### config.mk
export PLATFORM = sky130hd
export DESIGN_NAME = rom_port_arbiter_flat
export DESIGN_NICKNAME = d
export VERILOG_FILES = /design/src/rtl/rom_port_arbiter_if.sv /design/src/rtl/rom_port_arbiter.sv /design/src/flat_wrapper.sv
export SDC_FILE = /design/constraint.sdc
export NUM_CORES = 1
export LEC_CHECK = 0
export CAP_MARGIN = 20
export CORE_ASPECT_RATIO = 1.25
export CORE_MARGIN = 2
export CORE_UTILIZATION = 25
export DETAILED_ROUTE_END_ITERATION = 8
export DONT_BUFFER_PORTS = 1
export PLACE_DENSITY = 0.4
export SKIP_LAST_GASP = 1
export SLEW_MARGIN = 20
export SYNTH_ARGS = -nofsm -noshare
export SYNTH_HDL_FRONTEND = slang
export SYNTH_SLANG_ARGS = --single-unit
export TNS_END_PERCENT = 20
### constraint.sdc
create_clock -name clk -period 3.09 [get_ports clk]
set_input_delay 0.4635 -clock clk [delete_from_list [all_inputs] [get_ports clk]]
set_output_delay 0.4635 -clock clk [all_outputs]
set_load 0.02 [all_outputs]
### src/rtl/rom_port_arbiter_if.sv
// Bundle of the two requester ports, the ROM read port and the arbiter status.
// The arbiter takes the slave modport; the surrounding system drives the master side.
interface rom_port_arbiter_if #(
    parameter int unsigned ADDR_W = 32,
    parameter int unsigned DATA_W = 8
);
    logic [ADDR_W-1:0] a_addr;
    logic              a_read_en;
    logic [DATA_W-1:0] a_data_out;
    logic              a_ready;
    logic              a_err;

    logic [ADDR_W-1:0] b_addr;
    logic              b_read_en;
    logic [DATA_W-1:0] b_data_out;
    logic              b_ready;
    logic              b_err;

    logic [ADDR_W-1:0] rom_addr;
    logic              rom_read_en;
    logic [DATA_W-1:0] rom_data_out;
    logic              rom_ready;

    logic [1:0]        owner;
    logic              timeout_err;

    modport slave (
        input  a_addr, a_read_en,
        output a_data_out, a_ready, a_err,
        input  b_addr, b_read_en,
        output b_data_out, b_ready, b_err,
        output rom_addr, rom_read_en,
        input  rom_data_out, rom_ready,
        output owner, timeout_err
    );

    modport master (
        output a_addr, a_read_en,
        input  a_data_out, a_ready, a_err,
        output b_addr, b_read_en,
        input  b_data_out, b_ready, b_err,
        input  rom_addr, rom_read_en,
        output rom_data_out, rom_ready,
        input  owner, timeout_err
    );
endinterface

### src/rtl/rom_port_arbiter.sv
// Round-robin arbiter sharing one ROM read port between loader (A) and fetch (B),
// with a bounded burst lock for the current owner and a watchdog on stuck accesses.
module rom_port_arbiter #(
    parameter int unsigned ADDR_W    = 32,
    parameter int unsigned DATA_W    = 8,
    parameter int unsigned MAX_BURST = 16,
    parameter int unsigned TIMEOUT   = 255
) (
    input  logic               clk,
    input  logic               rst_n,
    rom_port_arbiter_if.slave  bus
);
    localparam int unsigned BURST_W = $clog2(MAX_BURST + 1);
    localparam int unsigned WD_W    = $clog2(TIMEOUT);

    localparam logic [1:0] OWN_NONE = 2'b00;
    localparam logic [1:0] OWN_A    = 2'b01;
    localparam logic [1:0] OWN_B    = 2'b10;

    typedef enum logic {IDLE, BUSY} state_t;

    state_t             state_q, state_d;
    logic [1:0]         owner_q, owner_d;
    logic [ADDR_W-1:0]  rom_addr_q, rom_addr_d;
    logic               rom_read_en_q, rom_read_en_d;
    logic [BURST_W-1:0] burst_q, burst_d;
    logic [WD_W-1:0]    wd_q, wd_d;
    logic               rr_last_q, rr_last_d;   // 1 = B was the last new winner
    logic               timeout_err_q, timeout_err_d;
    logic               a_err_q, a_err_d;
    logic               b_err_q, b_err_d;

    logic               a_req, b_req, own_req, other_req;
    logic               grant, win_b;
    logic [1:0]         win_own;
    logic [DATA_W-1:0]  rom_data;

    assign a_req     = bus.a_read_en;
    assign b_req     = bus.b_read_en;
    assign own_req   = (owner_q == OWN_A && a_req) || (owner_q == OWN_B && b_req);
    assign other_req = (owner_q == OWN_A) ? b_req : a_req;

    always_ff @(posedge clk or negedge rst_n) begin
        if (!rst_n) begin
            state_q       <= IDLE;
            owner_q       <= OWN_NONE;
            rom_addr_q    <= '0;
            rom_read_en_q <= 1'b0;
            burst_q       <= '0;
            wd_q          <= '0;
            rr_last_q     <= 1'b1;
            timeout_err_q <= 1'b0;
            a_err_q       <= 1'b0;
            b_err_q       <= 1'b0;
        end else begin
            state_q       <= state_d;
            owner_q       <= owner_d;
            rom_addr_q    <= rom_addr_d;
            rom_read_en_q <= rom_read_en_d;
            burst_q       <= burst_d;
            wd_q          <= wd_d;
            rr_last_q     <= rr_last_d;
            timeout_err_q <= timeout_err_d;
            a_err_q       <= a_err_d;
            b_err_q       <= b_err_d;
        end
    end

    always_comb begin
        state_d       = state_q;
        owner_d       = owner_q;
        rom_addr_d    = rom_addr_q;
        rom_read_en_d = rom_read_en_q;
        burst_d       = burst_q;
        wd_d          = wd_q;
        rr_last_d     = rr_last_q;
        timeout_err_d = timeout_err_q;
        a_err_d       = 1'b0;
        b_err_d       = 1'b0;
        grant         = 1'b0;
        win_b         = 1'b0;
        win_own       = OWN_NONE;

        case (state_q)
            IDLE: begin
                // Lock first, then round-robin on a tie, else the lone requester.
                if (own_req && (!other_req || burst_q < BURST_W'(MAX_BURST))) begin
                    grant = 1'b1;
                    win_b = (owner_q == OWN_B);
                end else if (a_req && b_req) begin
                    grant = 1'b1;
                    win_b = !rr_last_q;
                end else if (a_req || b_req) begin
                    grant = 1'b1;
                    win_b = b_req;
                end

                if (grant) begin
                    win_own = win_b ? OWN_B : OWN_A;
                    if (win_own != owner_q) begin
                        burst_d   = BURST_W'(1);
                        rr_last_d = win_b;
                    end else if (burst_q < BURST_W'(MAX_BURST)) begin
                        burst_d = burst_q + BURST_W'(1);
                    end
                    owner_d       = win_own;
                    rom_addr_d    = win_b ? bus.b_addr : bus.a_addr;
                    rom_read_en_d = 1'b1;
                    wd_d          = '0;
                    state_d       = BUSY;
                end else begin
                    owner_d = OWN_NONE;
                    burst_d = '0;
                end
            end

            BUSY: begin
                // A ready arriving on the expiry cycle takes precedence over the abort.
                if (bus.rom_ready) begin
                    rom_read_en_d = 1'b0;
                    state_d       = IDLE;
                end else if (wd_q == WD_W'(TIMEOUT - 1)) begin
                    rom_read_en_d = 1'b0;
                    state_d       = IDLE;
                    owner_d       = OWN_NONE;
                    timeout_err_d = 1'b1;
                    a_err_d       = (owner_q == OWN_A);
                    b_err_d       = (owner_q == OWN_B);
                end else begin
                    wd_d = wd_q + WD_W'(1);
                end
            end

            default: state_d = IDLE;
        endcase
    end

    // Completion is forwarded combinationally to the current owner only.
    assign rom_data        = bus.rom_data_out;
    assign bus.a_data_out  = rom_data;
    assign bus.b_data_out  = rom_data;
    assign bus.a_ready     = (state_q == BUSY) && (owner_q == OWN_A) && bus.rom_ready;
    assign bus.b_ready     = (state_q == BUSY) && (owner_q == OWN_B) && bus.rom_ready;
    assign bus.a_err       = a_err_q;
    assign bus.b_err       = b_err_q;
    assign bus.rom_addr    = rom_addr_q;
    assign bus.rom_read_en = rom_read_en_q;
    assign bus.owner       = owner_q;
    assign bus.timeout_err = timeout_err_q;
endmodule

### src/flat_wrapper.sv
// flat-port wrapper written by rule: the top's interface ports become plain ports
module rom_port_arbiter_flat 
#(
    parameter int unsigned ADDR_W    = 32,
    parameter int unsigned DATA_W    = 8,
    parameter int unsigned MAX_BURST = 16,
    parameter int unsigned TIMEOUT   = 255
)
  (clk, rst_n, bus_a_addr, bus_a_read_en, bus_a_data_out, bus_a_ready, bus_a_err, bus_b_addr, bus_b_read_en, bus_b_data_out, bus_b_ready, bus_b_err, bus_rom_addr, bus_rom_read_en, bus_rom_data_out, bus_rom_ready, bus_owner, bus_timeout_err);
  rom_port_arbiter_if #(.ADDR_W(ADDR_W), .DATA_W(DATA_W)) bus_i ();
  input  logic clk;
  input  logic rst_n;
  input wire logic [$bits(bus_i.a_addr)-1:0] bus_a_addr;
  input wire logic [$bits(bus_i.a_read_en)-1:0] bus_a_read_en;
  output wire logic [$bits(bus_i.a_data_out)-1:0] bus_a_data_out;
  output wire logic [$bits(bus_i.a_ready)-1:0] bus_a_ready;
  output wire logic [$bits(bus_i.a_err)-1:0] bus_a_err;
  input wire logic [$bits(bus_i.b_addr)-1:0] bus_b_addr;
  input wire logic [$bits(bus_i.b_read_en)-1:0] bus_b_read_en;
  output wire logic [$bits(bus_i.b_data_out)-1:0] bus_b_data_out;
  output wire logic [$bits(bus_i.b_ready)-1:0] bus_b_ready;
  output wire logic [$bits(bus_i.b_err)-1:0] bus_b_err;
  output wire logic [$bits(bus_i.rom_addr)-1:0] bus_rom_addr;
  output wire logic [$bits(bus_i.rom_read_en)-1:0] bus_rom_read_en;
  input wire logic [$bits(bus_i.rom_data_out)-1:0] bus_rom_data_out;
  input wire logic [$bits(bus_i.rom_ready)-1:0] bus_rom_ready;
  output wire logic [$bits(bus_i.owner)-1:0] bus_owner;
  output wire logic [$bits(bus_i.timeout_err)-1:0] bus_timeout_err;
  assign bus_i.a_addr = bus_a_addr;
  assign bus_i.a_read_en = bus_a_read_en;
  assign bus_a_data_out = bus_i.a_data_out;
  assign bus_a_ready = bus_i.a_ready;
  assign bus_a_err = bus_i.a_err;
  assign bus_i.b_addr = bus_b_addr;
  assign bus_i.b_read_en = bus_b_read_en;
  assign bus_b_data_out = bus_i.b_data_out;
  assign bus_b_ready = bus_i.b_ready;
  assign bus_b_err = bus_i.b_err;
  assign bus_rom_addr = bus_i.rom_addr;
  assign bus_rom_read_en = bus_i.rom_read_en;
  assign bus_i.rom_data_out = bus_rom_data_out;
  assign bus_i.rom_ready = bus_rom_ready;
  assign bus_owner = bus_i.owner;
  assign bus_timeout_err = bus_i.timeout_err;
  rom_port_arbiter #(.ADDR_W(ADDR_W), .DATA_W(DATA_W), .MAX_BURST(MAX_BURST), .TIMEOUT(TIMEOUT)) u_core (.clk(clk), .rst_n(rst_n), .bus(bus_i));
endmodule
Yosys cells after proc, flatten, opt, wreduce, memory -nomap -nowiden. Cells that the tools add are included.

Add/sub/neg operators: 2. $lt $le $gt $ge: 1. Equal/unequal tests: 10. Mux-type cells: 36. Bitwise gates (word level): 2. Reductions and logical operators: 20.

Operators with widths (count): 32-bit two-way mux (1); 8-bit two-way mux (3); 1-bit two-way mux (21); 8-bit case mux with 2 select lines (1); 5-bit two-way mux (3); 3-bit AND reduction (3); 8-bit by 1-bit adder with 8-bit output (second input constant) (1); 8-bit == test (second input constant) (1); 1-bit logical AND (8); 2-bit two-way mux (4); 2-bit AND reduction (4); 2-bit != test (second input constant) (3); 5-bit by 1-bit adder with 5-bit output (second input constant) (1); 5-bit < comparator (second input constant) (1); 1-bit case mux with 2 select lines (2); 2-bit case mux with 2 select lines (1); 1-bit logical OR (3); 3-bit by 2-bit != test with 1-bit output (second input constant) (1); 3-bit != test (second input constant) (1); 2-bit by 1-bit == test with 1-bit output (second input constant) (1); 2-bit == test (second input constant) (1); 1-bit logical NOT (2); 2-bit by 1-bit != test with 1-bit output (second input constant) (1); 2-bit != test (1); 1-bit NOT (2).

Flip-flop bits (word level): 53. Output and inout bits: 56. Word-level logic and storage cells: 81.

Depth between registers and ports, before layout. Gate-level depths: netlist of the first run.

Depth after elaboration: 11. Mapped depth: 8. Depth with buffers taken out: 7.

Worst setup path after synthesis of the first run. No wires, ideal clock.

Kind: flip-flop to flip-flop. From: register u_core.owner_q[0], in the netlist u_core.bus.owner[0]. To: register u_core.burst_q[0]. Library setup time: 0.121 ns. Data arrival time: 1.562 ns. Setup slack: 1.407 ns. Stages on the path, launching flop included: 7. Path buffers: 1. Period minus slack after synthesis: 1.683 ns. Cells stage by stage: dfrtp_1 clkbuf_1 nand2_1 o21ai_0 a22oi_4 a21o_1 a22o_1.

Longest elaborated chain between the ends: 11. Elaborated cells between the ends (all ways): 19.

RTL lines: from (decl) (RTL line rom_port_arbiter.sv:23) `logic [1:0] owner_q, owner_d;`; from (signal assigned) (RTL line rom_port_arbiter.sv:57) `owner_q <= owner_d;`; 2-bit by 1-bit == test with 1-bit output (RTL line rom_port_arbiter.sv:40, rom_port_arbiter.sv:41); 1-bit two-way mux (RTL line rom_port_arbiter.sv:41) `assign other_req = (owner_q == OWN_A) ? b_req : a_req;`; 1-bit logical NOT (RTL line rom_port_arbiter.sv:87) `if (own_req && (!other_req || burst_q < BURST_W'(MAX_BURST))) begin`; 1-bit logical OR (RTL line rom_port_arbiter.sv:87); 1-bit logical AND (RTL line rom_port_arbiter.sv:87); 1-bit two-way mux (RTL line rom_port_arbiter.sv:87); 1-bit two-way mux (RTL line rom_port_arbiter.sv:84) `case (state_q)`; 2-bit two-way mux (RTL line rom_port_arbiter.sv:99) `win_own = win_b ? OWN_B : OWN_A;`; 2-bit != test (RTL line rom_port_arbiter.sv:100) `if (win_own != owner_q) begin`; 3-bit by 2-bit != test with 1-bit output (no line) or 5-bit two-way mux (tied branches); 2-bit AND reduction (no line) or 5-bit two-way mux (tied branches); to (signal assigned) (RTL line rom_port_arbiter.sv:60) `burst_q <= burst_d;`; to (decl) (RTL line rom_port_arbiter.sv:26) `logic [BURST_W-1:0] burst_q, burst_d;`.

Parallel ways exist; a longest one is shown, timed or not. The select of a mux whose other input is x is not followed. A chain may end at the register's enable or synchronous reset.

Final worst setup path of the first run.
From: register u_core.owner_q[1], in the netlist u_core.bus.owner[1]. To: output bus_a_ready.

Longest elaborated chain between the ends: 3.

RTL lines: 2-bit by 1-bit == test with 1-bit output (RTL line rom_port_arbiter.sv:142) `assign bus.a_ready = (state_q == BUSY) && (owner_q == OWN_A) && bus.rom_ready;`; 1-bit logical AND (2 in series) (RTL line rom_port_arbiter.sv:142); to (decl) (RTL line flat_wrapper.sv:16) `output wire logic [$bits(bus_i.a_ready)-1:0] bus_a_ready;`.

No other way between the ends.

==> results of run 1 <==
==> metrics by stage <==
step,setup WS [ps],hold WS (ps),total power [mW],cell area [um2]
6_report,1100,26.1,2.69,2890
5_1_grt,965,42.4,2.87,2890
4_1_cts,1070,34.8,2.74,2890
3_5_place_dp,1140,171,2.05,2680
3_3_place_gp,1150,170,2.05,2680
2_1_floorplan,1410,168,1.94,2700
==> repair_timing <==
action | 4_1_cts | 5_1_grt
hold endpoints to repair | 52 | 0
gates resized for setup | 0 | 0
hold buffers | 2 | 0
==> placed cells by master, fill, tap and decap left out, types with 2 or more instances in the layout <==
cell,Yosys,layout
dfrtp_1,52,52
a221o_1,32,32
and2_0,29,29
nor2_1,13,13
nand3_1,10,10
a21oi_1,10,10
nand2_1,9,9
inv_1,8,8
o21ai_0,8,8
nand2b_1,6,6
xnor2_1,6,6
clkbuf_16,0,5
o22ai_1,3,3
and2_1,3,3
ha_1,3,3
buf_4,19,3
nand4_1,2,2
a21o_1,2,2
o2bb2ai_1,2,2
a211oi_1,2,2
a21boi_0,2,2
==> worst register-to-register path, cell delays in order, from the launching register on <==
cell,delay (ps)
dfrtp_1,540
o21bai_1,140
a22oi_2,280
a211oi_4,90
buf_4,240
and2_0,210
a221o_1,260
==> state kept, by name, indices dropped and copies added, names as in the netlist <==
signal,count
u_core.burst_q,5
u_core.bus.a_err,1
u_core.bus.b_err,1
u_core.bus.owner,2
u_core.bus.rom_addr,32
u_core.bus.rom_read_en,1
u_core.bus.timeout_err,1
u_core.rr_last_q,1
u_core.state_q,1
u_core.wd_q,8
==> cells by family after synthesis <==
logic type               Yosys count
AND/OR/NAND/NOR                   78
AO/OA/AOI/OAI                     72
flip-flops                        53
buffers and inverters             39
XOR/XNOR                           6
adder cells (fa/ha/maj)            3
==> worst max-delay path by stage <==
stage,from,slack [ps],end
after CTS,u_core.bus.owner[1],1070,bus_a_ready
after global placement,bus_a_read_en,1150,u_core.wd_q[2]
after detailed placement,bus_a_read_en,1140,u_core.wd_q[2]
after floorplan,u_core.bus.owner[0],1410,u_core.burst_q[0]
final,u_core.bus.owner[1],1100,bus_a_ready
after global routing,u_core.bus.owner[1],970,bus_a_ready
==> area by class of cell <==
type                    count  area (um2)
fillers                  1129        7670
flip-flops and latches     53        1330
clock inverters             1        30.0
well taps                 132         165
multi-input cells         159        1130
clock buffers               7         143
inverters                   8        30.0
repair buffers              5        60.1
==> per-layer routing <==
metal  part of all wire  track usage  up-vias
met2               0.49        0.177       89
met3              0.077       0.0353        6
met5                  0            0        -
met4              0.014       0.0370        0
li1                   -            -      857
met1               0.42        0.126      851
==> power by group through the flow <==
stage | Clock [mW] | Combinational, mW | Sequential, mW
after floorplan | 0 | 0.583 | 1.35
final | 0.656 | 0.590 | 1.44
after global routing | 0.717 | 0.673 | 1.48
after detailed placement | 0 | 0.593 | 1.45
after CTS | 0.684 | 0.605 | 1.45
after global placement | 0 | 0.580 | 1.47
==> flow_metrics.py, run 1 <==
metrics = {
    "global_routing": {
        "grt_usage": 0.105,
        "grt_pass1_wl_um": 9800,
        "antenna_found_initial": 0,
        "grt_pass1_vias": 1902,
        "grt-ovfl-total": 0,
        "grt_max_degree": 53,
    },
    "sta": {
        "fin_crit_sh": 0.643,
        "hold_violations": 0,
        "setup_viol": 0,
        "finalCriticalPeriod_ps": 1990,
        "worst_slew_pin_slew_ps": 976,
        "fin_skew_ps": 5.88,
        "fin_tns_setup_ps": 0,
        "slew_viol_final": 0,
        "slew_headroom": 0.348,
        "max_freq_mhz": 503,
        "grt_setup_unrepaired": "no",
    },
    "logic_synthesis": {
        "yosysSeqAreaShare": 0.492,
        "ys_seq_elements": 53,
        "synth.area.mux_share": 0,
        "synth_nets": 331,
        "synth_edf_count": 0,
        "synth.top_cell.area_share": 0.482,
        "synthArstFlopShare": 1.00,
        "synth_top_family_by_area": "compound AO/OA/AOI/OAI gates",
        "synth-xor-area-share": 0.0195,
        "synth_cell_types": 40,
        "netlist.top_cell.by_area": "dfrtp_1",
        "yosys.area_share.simple": 0.157,
        "synth_compound_area_frac": 0.225,
        "synthTopCellsByArea": "dfrtp_1, a221o_1, and2_0, buf_4, xnor2_1",
        "synth_cells": 251,
        "synth_common_cells": "dfrtp_1, a221o_1, and2_0, buf_4, nor2_1",
        "yosys_warnings": 0,
        "avgSynthCellArea_um2": 10.8,
        "syn_area_um2": 2700,
        "synth_flop_cell": "dfrtp_1",
        "synth_fa_ha_area_frac": 0.0139,
        "synth_most_common_cell": "dfrtp_1",
    },
    "worst_setup_path": {
        "reg2reg_from": "u_core.bus.owner[1]",
        "cp.depth": 3,
        "worstPathMaxFanout": 7,
        "cp_cell_sequence": "inv_1, nand2_1, nor2_1",
        "critPathRequiredTime_ps": 2630,
        "crit_slowest_cell": "dfrtp_1",
        "reg2reg_setup_slack_ps": 1210,
        "path_class": "flop to primary output",
        "reg2regPathDepth": 6,
        "path_buf_inv": 1,
        "worstPathArrival_ps": 1520,
        "cp-end-kind": "primary output",
        "slowest_delay_ps": 510,
        "path_delay_family": "flip-flops",
        "r2r_end": "u_core.bus.rom_addr[14]",
        "startpoint_type": "flop",
    },
    "placed_design": {
        "place.port_buffers": 0,
        "placed_cells": 355,
        "place_congestion": 0.687,
        "place_hpwl_um": 4130,
    },
    "power": {
        "netSwitchingPower_mw": 1.04,
        "powerDensity_nw_per_um2": 931,
        "ir_drop_v": 0.000265,
        "p_leak_nw": 1.18,
        "combPwrFrac": 0.220,
        "p_int_mw": 1.65,
        "power_frac_seq": 0.536,
        "clockPowerShare": 0.244,
        "switching_share": 0.388,
    },
    "detailed_routing": {
        "vias": 1803,
        "drtAntennaViolNets": 0,
        "post_drt_wl_per_cell_um": 16.4,
        "drt_iter0_markers": 73,
        "vias_per_cell": 4.94,
        "drt-pass1-iter-count": 4,
        "wirelength_um": 6000,
        "drc": 0,
    },
    "worst_hold_path": {
        "hold_class": "input port to async pin",
    },
    "status": {
        "outcome": "finished clean",
    },
    "floorplan": {
        "core.rowCount": 42,
        "start_util": 0.256,
        "pin_count": 133,
        "die_height_um": 120,
        "core_um2": 10600,
        "chipWidth_um": 97.0,
        "dieArea_um2": 11700,
    },
    "clock_tree": {
        "cts_buffers": 5,
        "path_clk_slew_ps": 70,
        "cts-root-buf": "clkbuf_16",
        "cts_tree": "built",
        "cts_buffer_depth": 2,
        "htreeDepth": 2,
        "cts_setup_buffers": 0,
        "clock-sinks": 53,
        "clock_latency_ps": 290,
    },
    "finish": {
        "final_nets": 312,
        "finalNonFillerCells": 365,
        "diodes": 0,
        "final_core_util": 0.273,
        "area_growth_syn_to_layout_pct": 6.95,
        "drive_above_1_share": 0.0730,
    },
    "job": {
        "drv_cap": 0,
    },
}
Note: power is estimated with default switching activity, not from simulation.
==> inputs of run 2 (changes only) <==
--- a/config.mk
+++ b/config.mk
@@ -11,7 +11,7 @@
 export CORE_UTILIZATION = 25
 export DETAILED_ROUTE_END_ITERATION = 8
 export DONT_BUFFER_PORTS = 1
-export PLACE_DENSITY = 0.4
+export PLACE_DENSITY = 0.42
 export SKIP_LAST_GASP = 1
 export SLEW_MARGIN = 20
 export SYNTH_ARGS = -nofsm -noshare
==> constraint.sdc (replaced) <==
create_clock -name clk -period 1.8 [get_ports clk]
set_input_delay 0.27 -clock clk [delete_from_list [all_inputs] [get_ports clk]]
set_output_delay 0.27 -clock clk [all_outputs]
set_load 0.02 [all_outputs]
==> flow_metrics.py, run 2 (synthesis gave the netlist of run 1 again) <==
metrics = {
    "status": {
        "outcome": "finished clean",
    },
    "worst_setup_path": {
        "cp-end-kind": "primary output",
        "cp.depth": 4,
        "critPathRequiredTime_ps": 1530,
        "cp_cell_sequence": "inv_1, buf_4, nand2_1, nor2_1",
        "path_class": "flop to primary output",
        "reg2reg_setup_slack_ps": 130,
        "reg2regPathDepth": 8,
        "startpoint_type": "flop",
        "path_buf_inv": 2,
        "reg2reg_from": "u_core.wd_q[0]",
        "worstPathArrival_ps": 1430,
        "worstPathMaxFanout": 6,
        "r2r_end": "u_core.wd_q[7]",
        "crit_slowest_cell": "dfrtp_1",
        "slowest_delay_ps": 440,
        "path_delay_family": "simple AND/OR/NAND/NOR gates",
    },
    "sta": {
        "worst_slew_pin_slew_ps": 619,
        "finalCriticalPeriod_ps": 1700,
        "max_freq_mhz": 589,
        "fin_skew_ps": 6.65,
        "setup_viol": 0,
        "slew_headroom": 0.586,
        "slew_viol_final": 0,
        "hold_violations": 0,
        "grt_setup_unrepaired": "yes",
        "fin_crit_sh": 0.943,
    },
    "floorplan": {
        "pin_count": 133,
        "die_height_um": 120,
        "start_util": 0.256,
        "core.rowCount": 42,
        "dieArea_um2": 11700,
        "chipWidth_um": 97.0,
        "core_um2": 10600,
    },
    "finish": {
        "regArea_um2": 1330,
        "final_common_cell": "dfrtp_1",
        "multi_input_area_um2": 1130,
        "diodes": 0,
        "largest_reg_flops": 32,
        "fill_cells": 1102,
        "finalNonFillerCells": 375,
        "area_growth_syn_to_layout_pct": 10.2,
        "final_core_util": 0.282,
        "stdcell_area_um2": 2980,
        "mostFrequentLayoutCells": "dfrtp_1, a221o_1, and2_0",
        "final_nets": 322,
        "drive_above_1_share": 0.119,
    },
    "global_routing": {
        "grt-ovfl-total": 0,
        "antenna_found_initial": 0,
        "grt_pass1_vias": 1899,
        "grt_max_degree": 54,
        "grt_usage": 0.110,
        "grt_pass1_wl_um": 10200,
    },
    "job": {
        "drv_cap": 0,
    },
    "clock_tree": {
        "path_clk_slew_ps": 70,
        "htreeDepth": 2,
        "cts_buffer_depth": 2,
        "cts-root-buf": "clkbuf_16",
        "cts_buffers": 5,
        "cts_tree": "built",
        "clock_latency_ps": 300,
        "clock-sinks": 53,
    },
    "power": {
        "p_leak_nw": 1.23,
        "powerDensity_nw_per_um2": 1570,
        "finalPower_mw": 4.67,
        "ir_drop_v": 0.000493,
    },
    "placed_design": {
        "place_hpwl_um": 4390,
        "place_congestion": 0.727,
        "placed_cells": 365,
        "place_area_um2": 2780,
        "place.port_buffers": 0,
    },
    "detailed_routing": {
        "vias": 1905,
        "vias_per_cell": 5.08,
        "drc": 0,
        "drt-pass1-iter-count": 4,
        "wirelength_um": 6330,
        "drt_iter0_markers": 67,
        "drtAntennaViolNets": 0,
        "post_drt_wl_per_cell_um": 16.9,
    },
    "worst_hold_path": {
        "hold_path_startpoint": "bus_b_addr[28]",
        "hold_class": "input port to flop",
        "min_to": "u_core.bus.rom_addr[28]",
        "whs_path_depth": 1,
    },
}
## run 2: cell count changes in the layout (fill, tap and decap cells not counted)
| cell | change |
|---|---|
| buf_4 | +8 |
| buf_12 | +2 |
| bufinv_16 | -1 |
| clkbuf_1 | -1 |
| clkbuf_8 | +1 |
| clkinv_2 | +1 |
| nor2_1 | -1 |
| nor2_2 | +1 |
## run 2: how the worst max path moves through the flow
| stage | startpoint | end | slack [ps] |
|---|---|---|---|
| global placement | u_core.wd_q[0] | u_core.wd_q[7] | 130 |
| global route | u_core.bus.owner[1] | bus_a_ready | -2 |
| detailed placement | u_core.wd_q[0] | u_core.wd_q[7] | 120 |
| finish | u_core.bus.owner[1] | bus_a_ready | 100 |
| floorplan | u_core.bus.owner[0] | u_core.burst_q[0] | 120 |
| CTS | u_core.bus.owner[1] | bus_a_ready | 80 |
## run 2: power by group
group / switching (mW) / leakage [nW] / internal (mW) / total [mW]
clock network: 0.452 / 0.0799 / 0.591 / 1.04
logic: 0.609 / 0.478 / 0.622 / 1.23
registers: 0.784 / 0.672 / 1.61 / 2.40
## run 2: cell type report
class / instances / share of cell area
multi-input combinational: 159 / 0.381
sequential: 53 / 0.446
clock buffer: 7 / 0.0513
inverter: 8 / 0.0101
clock inverter: 1 / 0.00168
tap: 132 / 0.0555
timing repair buffer: 15 / 0.0538
## run 2: what timing repair did
action                     CTS  global route
hold buffers                 2             0
hold endpoints to repair    53             0
buffers inserted             0             0
gates resized for setup      0             1
setup endpoints to repair    0            16
## run 2: metal layers
metal | part of all wire | global-route usage | up-vias
li1 | - | - | 878
met1 | 0.43 | 0.137 | 929
met2 | 0.48 | 0.178 | 88
met3 | 0.075 | 0.0358 | 10
met4 | 0.018 | 0.0414 | 0
met5 | 0 | 0 | -
## run 2: per-stage QoR
stage | setup TNS (ps) | setup slack (ps) | hold slack [ps]
CTS | 0 | 81.8 | 105
finish | 0 | 103 | 112
global route | -1.80 | -1.80 | 105
global placement | 0 | 129 | -23.5
floorplan | 0 | 117 | -25.6
detailed placement | 0 | 117 | -23.4
==> inputs of run 3 (changes only) <==
--- a/config.mk
+++ b/config.mk
@@ -8,10 +8,10 @@
 export CAP_MARGIN = 20
 export CORE_ASPECT_RATIO = 1.25
 export CORE_MARGIN = 2
-export CORE_UTILIZATION = 25
+export CORE_UTILIZATION = 46
 export DETAILED_ROUTE_END_ITERATION = 8
 export DONT_BUFFER_PORTS = 1
-export PLACE_DENSITY = 0.42
+export PLACE_DENSITY = 0.63
 export SKIP_LAST_GASP = 1
 export SLEW_MARGIN = 20
 export SYNTH_ARGS = -nofsm -noshare
==> constraint.sdc (replaced) <==
create_clock -name clk -period 2.1 [get_ports clk]
set_input_delay 0.315 -clock clk [delete_from_list [all_inputs] [get_ports clk]]
set_output_delay 0.315 -clock clk [all_outputs]
set_load 0.02 [all_outputs]
==> flow_metrics.py, run 3 (synthesis gave the netlist of run 1 again) <==
metrics = {
    "status": {
        "outcome": "finished clean",
    },
    "sta": {
        "setup_viol": 0,
        "slew_viol_final": 0,
        "fin_tns_setup_ps": 0,
        "fin_skew_ps": 5.21,
        "grt_setup_unrepaired": "no",
        "hold_violations": 0,
        "worst_slack_ps": 293,
        "finalCriticalPeriod_ps": 1810,
        "slew_headroom": 0.390,
        "worst_slew_pin_slew_ps": 915,
        "fin_crit_sh": 0.861,
        "holdWs_ps": 149,
        "max_freq_mhz": 553,
    },
    "detailed_routing": {
        "drt-pass1-iter-count": 4,
        "drt_iter0_markers": 155,
        "drc": 0,
        "vias": 1829,
        "wirelength_um": 5370,
        "drtAntennaViolNets": 0,
        "vias_per_cell": 6.04,
        "post_drt_wl_per_cell_um": 17.7,
    },
    "clock_tree": {
        "path_clk_slew_ps": 90,
        "cts_setup_buffers": 0,
        "clock-sinks": 53,
        "cts_tree": "built",
        "cts_buffers": 5,
        "cts-root-buf": "clkbuf_8",
        "clock_latency_ps": 300,
        "htreeDepth": 2,
        "cts_buffer_depth": 2,
        "cts_resized": 0,
    },
    "floorplan": {
        "pin_count": 133,
        "start_util": 0.470,
        "die_height_um": 89.7,
        "core_um2": 5740,
        "chipWidth_um": 72.5,
        "dieArea_um2": 6500,
        "core.rowCount": 31,
    },
    "worst_setup_path": {
        "worstPathMaxFanout": 10,
        "path_class": "flop to primary output",
        "reg2regPathDepth": 6,
        "startpoint_type": "flop",
        "cp-end-kind": "primary output",
        "worstPathArrival_ps": 1490,
        "critPathRequiredTime_ps": 1780,
    },
    "finish": {
        "largest_reg_flops": 32,
        "area_growth_syn_to_layout_pct": 3.38,
        "finalNonFillerCells": 303,
        "mostFrequentLayoutCells": "dfrtp_1, a221o_1, and2_0",
        "final_nets": 316,
        "final_core_util": 0.486,
        "final_common_cell": "dfrtp_1",
        "diodes": 0,
        "drive_above_1_share": 0.0886,
        "stdcell_area_um2": 2790,
    },
    "placed_design": {
        "place.port_buffers": 0,
        "placed_cells": 293,
        "place_hpwl_um": 3700,
        "place_area_um2": 2640,
        "place_ws_ps": 329,
        "place_congestion": 0.784,
    },
    "global_routing": {
        "grt_max_degree": 54,
        "grt_pass1_wl_um": 8780,
        "grt_usage": 0.176,
        "grt-ovfl-total": 0,
        "antenna_found_initial": 0,
        "grt_pass1_vias": 1760,
    },
    "worst_hold_path": {
        "hold_class": "input port to flop",
        "whs_path_depth": 1,
    },
    "power": {
        "p_leak_nw": 1.17,
        "finalPower_mw": 3.71,
        "ir_drop_v": 0.000588,
        "powerDensity_nw_per_um2": 1330,
    },
    "job": {
        "drv_cap": 0,
    },
}
[run 3: cell count changes in the layout (fill, tap and decap cells not counted)]
cell | previous run | this run
nor2_2 | 2 | 1
clkinv_2 | 1 | 0
clkbuf_1 | 0 | 1
buf_4 | 11 | 5
o21bai_2 | 0 | 1
clkinv_4 | 0 | 1
bufinv_16 | 0 | 1
clkbuf_8 | 2 | 5
nor2_1 | 12 | 13
clkbuf_16 | 5 | 0
o21bai_4 | 1 | 0
[run 3: layer usage]
metal | track usage | wire length, um
met1 | 0.221 | 2260
met2 | 0.279 | 2570
met3 | 0.0647 | 477
met4 | 0.0657 | 63
met5 | 0 | 0
[run 3: report_power, final]
part,switching [mW],internal (mW)
clock,0.329,0.358
combinational,0.456,0.484
sequential,0.703,1.38
[run 3: area by class of cell]
cell class                      instances  area (um2)
Fill cell                             516        2950
Inverter                                8        30.0
Timing Repair Buffer                    9         115
Tap cell                               66        82.6
Multi-Input combinational cell        159        1120
Sequential cell                        53        1330
Clock inverter                          2        38.8
Clock buffer                            6        72.6
[run 3: critical path: stages (launching register included)]
cell,delay [ps]
dfrtp_1,640
nand2_1,180
nor2_1,370
[run 3: path summary, 6_finish.rpt]
| check | slack [ps] | from | endpoint |
|---|---|---|---|
| worst min-delay path | 150 | bus_b_addr[18] | u_core.bus.rom_addr[18] |
| max in group asynchronous | 1290 | rst_n | u_core.rr_last_q |
| worst max-delay path | 290 | u_core.bus.owner[0] | bus_a_ready |
| worst max register to register | 330 | u_core.rr_last_q | u_core.bus.rom_addr[22] |
| min in group asynchronous | 520 | rst_n | u_core.bus.a_err |
| worst min register to register | 550 | u_core.burst_q[1] | u_core.burst_q[1] |
[run 3: repair_timing]
action	CTS	global route
endpoints found under the setup margin	0	0
endpoints found under the hold margin	53	0
hold buffers	2	0
